**src/rtl/clock_div_bank.sv**
```systemverilog
// Bank of runtime-programmable clock dividers with registered clocks, tick strobes
// and glitch-free divisor updates applied only at period boundaries.
module clock_div_bank #(
    parameter int unsigned NUM_CH      = 4,
    parameter int unsigned CH_W        = 2,
    parameter int unsigned DIV_W       = 8,
    parameter int unsigned DEFAULT_DIV = 4
) (
    input  logic              clkIn,
    input  logic              rst,
    input  logic [NUM_CH-1:0] ch_en,
    input  logic              sync,
    input  logic              wr_en,
    input  logic [CH_W-1:0]   wr_ch,
    input  logic [DIV_W-1:0]  wr_div,
    output logic [NUM_CH-1:0] clk_out,
    output logic [NUM_CH-1:0] tick,
    output logic [NUM_CH-1:0] pend,
    output logic              cfg_err
);

    localparam logic [DIV_W-1:0] DEF_DIV = DIV_W'(DEFAULT_DIV);
    localparam logic [DIV_W-1:0] ONE     = DIV_W'(1);
    localparam logic [DIV_W-1:0] TWO     = DIV_W'(2);

    logic w_wr_ok;
    logic w_wr_bad;
    logic r_cfg_err;

    always_comb begin
        w_wr_ok  = wr_en && (32'(wr_ch) < NUM_CH) && (wr_div >= TWO);
        w_wr_bad = wr_en && !w_wr_ok;
    end

    // Sticky illegal-write flag, cleared only by reset
    always_ff @(posedge clkIn or posedge rst) begin
        if (rst) begin
            r_cfg_err <= 1'b0;
        end else if (w_wr_bad) begin
            r_cfg_err <= 1'b1;
        end
    end

    assign cfg_err = r_cfg_err;

    for (genvar g = 0; g < NUM_CH; g++) begin : g_ch
        logic [DIV_W-1:0] r_cnt;
        logic [DIV_W-1:0] r_div;
        logic [DIV_W-1:0] r_pdiv;
        logic             r_pend;
        logic             r_clk;
        logic             r_tick;

        logic [DIV_W-1:0] w_cnt_n;
        logic [DIV_W-1:0] w_div_n;
        logic [DIV_W-1:0] w_pdiv_n;
        logic             w_pend_n;
        logic             w_hit;
        logic             w_wrap;
        logic             w_restart;
        logic             w_apply;

        // A pending divisor lands on a wrap or sync edge, or at once while disabled;
        // a write on that same edge is queued behind it for the next boundary.
        always_comb begin
            w_cnt_n   = r_cnt;
            w_div_n   = r_div;
            w_pdiv_n  = r_pdiv;
            w_pend_n  = r_pend;
            w_hit     = w_wr_ok && (wr_ch == CH_W'(g));
            w_wrap    = (r_cnt == (r_div - ONE));
            w_restart = ch_en[g] && (sync || w_wrap);
            w_apply   = r_pend && (!ch_en[g] || w_restart);
            if (w_apply) begin
                w_div_n = r_pdiv;
            end
            if (ch_en[g]) begin
                w_cnt_n = w_restart ? '0 : (r_cnt + ONE);
            end else begin
                w_cnt_n = w_div_n - ONE;
            end
            w_pend_n = w_hit || (r_pend && !w_apply);
            if (w_hit) begin
                w_pdiv_n = wr_div;
            end
        end

        always_ff @(posedge clkIn or posedge rst) begin
            if (rst) begin
                r_cnt  <= DEF_DIV - ONE;
                r_div  <= DEF_DIV;
                r_pdiv <= DEF_DIV;
                r_pend <= 1'b0;
                r_clk  <= 1'b0;
                r_tick <= 1'b0;
            end else begin
                r_cnt  <= w_cnt_n;
                r_div  <= w_div_n;
                r_pdiv <= w_pdiv_n;
                r_pend <= w_pend_n;
                r_clk  <= ch_en[g] && (w_cnt_n < (w_div_n >> 1));
                r_tick <= ch_en[g] && (w_cnt_n == '0);
            end
        end

        assign clk_out[g] = r_clk;
        assign tick[g]    = r_tick;
        assign pend[g]    = r_pend;
    end

endmodule

```
**config.mk**
```make
export PLATFORM = sky130hd
export DESIGN_NAME = clock_div_bank
export DESIGN_NICKNAME = d
export VERILOG_FILES = /design/src/rtl/clock_div_bank.sv
export SDC_FILE = /design/constraint.sdc
export NUM_CORES = 1
export LEC_CHECK = 0
export ABC_AREA = 0
export CORE_UTILIZATION = 55
export DETAILED_ROUTE_END_ITERATION = 10
export GPL_TIMING_DRIVEN = 0
export PLACE_DENSITY = 0.73
export SLEW_MARGIN = 15
export SYNTH_ARGS = -nofsm -noshare
export SYNTH_HDL_FRONTEND = slang
export SYNTH_SLANG_ARGS = --single-unit
export TNS_END_PERCENT = 10
```
**constraint.sdc**
```tcl
create_clock -name clkIn -period 8 [get_ports clkIn]
set_clock_uncertainty 0.15 [all_clocks]
set_input_delay 1.2 -clock clkIn [delete_from_list [all_inputs] [get_ports clkIn]]
set_output_delay 1.2 -clock clkIn [all_outputs]
set_load 0.05 [all_outputs]
```
==> run_results.csv <==
group,metric,value,unit
sta,fin_tns_setup,0,ns
cts,cts_tree,"built",
floorplanning,coreArea,12700,sq um
logic_synthesis,synth_fa_ha_area_share,5.67,%
logic_synthesis,synth_compound_area_share,12.2,%
finish,layout.cells.non_filler,957,
routing,ant_nets,0,
routing,via_per_inst,5.89,
run_status,status,"finished, final reports clean",
logic_synthesis,synthFlopType,"dfrtp_1",
job,drv_cap,0,
logic_synthesis,synth_nets,788,
finish,drive_above_1_share,14.3,%
logic_synthesis,synth_edf_count,0,
cts,clock_path_buffers,2,
placed_design,numPortBuffers,30,
cts,h-tree-depth,3,
critical_path,worstPathArrival,4.90,ns
logic_synthesis,async_reset_ff_share,100,%
critical_path,worst-r2r-setup-slack,3.25,ns
sta,fmax,0.209,GHz
cts,clkSinkCount,109,
finish,fillers,1084,
critical_path,crit_fanout,10,
placed_design,placed_cell_area,7780,sq um
routing,drtPass1Iterations,5,
power,power.total,3.04,mW
logic_synthesis,synth_xor_area_share,10.2,%
logic_synthesis,synthSimpleGateAreaFrac,16.7,%
finish,fin_area,8100,sq um
cts,insertion_delay,0.35,ns
hold_path,hold_class,"reg -> reg",
placed_design,place_hpwl,12300,microns
cts,clk_pin_slew,0.07,ns
logic_synthesis,synth.most_common_cell,"dfrtp_1",
global_route,antenna_found_initial,0,
floorplanning,rows,41,
critical_path,timing.rr.start,"g_ch[1].r_div[3]",
logic_synthesis,syn-instance-count,738,
floorplanning,die-width,117,microns
logic_synthesis,avgSynthCellArea,9.80,sq um
routing,drt_iter0_drc,362,
floorplanning,die-area,13600,sq um
power,peakVddDrop,0.177,mV
global_route,grt_pass1_vias,5614,
routing,wl_per_cell,17.3,microns
cts,cts_resized,0,
placed_design,routabilityCongestion,0.971,
critical_path,crit_start,"sync",
cts,cts_root_buf,"clkbuf_16",
finish,utilization,63.6,%
finish,antenna_cells,0,
critical_path,worstPathRequired,8.13,ns
critical_path,cp-start-kind,"primary input",
power,powerDensity,376,nW/um^2
logic_synthesis,netlist.area_leader.share,32.2,%
cts,cts_setup_buffers,0,
logic_synthesis,synth.top_cells.by_count,"dfrtp_1, inv_1, xnor2_1, nand2_1, mux2_2",
critical_path,reg2reg_to,"g_ch[1].r_clk",
global_route,grt.total_usage,26.3,%
logic_synthesis,netlist_area,7230,sq um
critical_path,endpoint,"g_ch[1].r_clk",
routing,vias,5638,
routing,drc,0,
finish,nets,830,
critical_path,endpoint_kind,"flip-flop",
cts,holdBufCountCts,0,
logic_synthesis,ys_top_cells_by_area,"dfrtp_1, xnor2_1, dfstp_2",
sta,hold_viol_final,0,
logic_synthesis,yosysWarnings,0,
sta,setup_slack,3.22,ns
finish,area_growth_syn_to_layout,12.0,%
sta,setup_violations,0,
placed_design,dp_cells,941,
critical_path,criticalPathCategory,"in -> reg",
logic_synthesis,yosys.area.top_type,"dfrtp_1",
floorplanning,initial_core_util,56.8,%
logic_synthesis,synth_top_family_by_area,"simple AND/OR/NAND/NOR gates",
global_route,grt_max_degree,83,
placed_design,dp_slack,2.95,ns
sta,worst_pin_slew,0.689,ns
sta,drv_slew,0,
cts,cts_buffers,9,
floorplanning,ios,31,
floorplanning,die_h,117,microns
sta,timing.final.crit_share,59.7,%
sta,hold_slack,0.311,ns
routing,routed_wirelength,16500,microns
sta,rsz0062_at_grt,"no",
sta,fin_crit,4.78,ns
hold_path,hold_path_depth,1,
global_route,grt_pass1_wl,27600,microns
power,leakagePower,3.53,nW
sta,relSlewSlack,53.8,%
global_route,overflow,0,
logic_synthesis,seq_area_frac_synth,38.0,%
critical_path,reg2regPathDepth,20,
logic_synthesis,synth.area.mux_share,10.9,%
logic_synthesis,synth-seq-cells,109,
logic_synthesis,ys_types,74,
## cell usage in the layout (no fill, tap or decap), types with 9 or more instances in the layout
cell type,count
dfstp_2,16
or3_1,12
mux2i_1,34
a31oi_1,11
nor4_1,12
buf_4,12
clkbuf_16,9
a21oi_1,11
clkdlybuf4s50_1,30
xnor2_1,51
ha_1,32
o21ai_0,21
nor3_1,17
mux2_2,36
nor2_1,35
nand2_1,44
dfrtp_1,93
inv_1,58
xor2_1,31
nand2b_1,10
clkbuf_1,22
nor4b_1,10
o22ai_1,21
nand3_1,31
## cell families (layout without fill, tap and decap cells)
| group | count (synthesis) | after routing |
|---|---|---|
| XOR/XNOR | 83 | 83 |
| AO/OA/AOI/OAI | 123 | 123 |
| buffers and inverters | 102 | 149 |
| flip-flops | 109 | 109 |
| multiplexers | 73 | 73 |
| AND/OR/NAND/NOR | 215 | 215 |
| adder cells (fa/ha/maj) | 33 | 33 |
## state kept, by name, summed over array words and instances (netlist names)
| signal | flops |
|---|---|
| g_ch.r_tick | 4 |
| cfg_err | 1 |
| g_ch.r_pdiv | 32 |
| g_ch.r_pend | 4 |
| g_ch.r_cnt | 32 |
| g_ch.r_div | 32 |
| g_ch.r_clk | 4 |
## worst min-delay path by stage
stage | slack, ns | start | endpoint
6_report | 0.31 | cfg_err | cfg_err
5_1_grt | 0.33 | cfg_err | cfg_err
4_1_cts | 0.31 | cfg_err | cfg_err
3_5_place_dp | 0.30 | cfg_err | cfg_err
3_3_place_gp | 0.29 | cfg_err | cfg_err
2_1_floorplan | 0.33 | g_ch[1].r_pdiv[7] | g_ch[1].r_pdiv[7]
## power breakdown
part	switching [mW]	total [mW]	internal, mW	leakage [nW]
Combinational	0.900	1.61	0.707	2.07
Clock	0.209	0.471	0.262	0.149
Sequential	0.203	0.963	0.760	1.31
## critical path, stage by stage
cell,delay [ns]
clkdlybuf4s50_1,0.65
nor2b_1,0.28
o21ai_1,0.13
nand2_1,0.14
buf_2,0.31
mux2i_1,0.29
ha_1,0.29
nand2_1,0.07
mux2i_1,0.21
xor2_1,0.19
o22ai_1,0.13
ha_1,0.35
a21oi_1,0.15
nor2b_1,0.05
o21ai_0,0.14
nand4b_1,0.12
a31oi_1,0.18
## cell type report
class / instances / area [sq um] / area share [%]
Timing Repair Buffer: 31 / 328 / 4.05
Inverter: 60 / 231 / 2.86
Multi-Input combinational cell: 527 / 4040 / 49.9
Buffer: 42 / 226 / 2.80
Sequential cell: 109 / 2750 / 33.9
Tap cell: 172 / 215 / 2.66
Clock buffer: 12 / 256 / 3.17
Clock inverter: 4 / 55.1 / 0.680
## layer usage
layer / wire length, microns / vias to the layer above / global-route usage (%)
met3: 632 / 32 / 4.72
met4: 481 / 0 / 10.8
met1: 7480 / 2775 / 34.8
met5: 0 / - / 0
li1: - / 2689 / -
met2: 7920 / 142 / 42.6
Note: power is estimated with default switching activity, not from simulation.
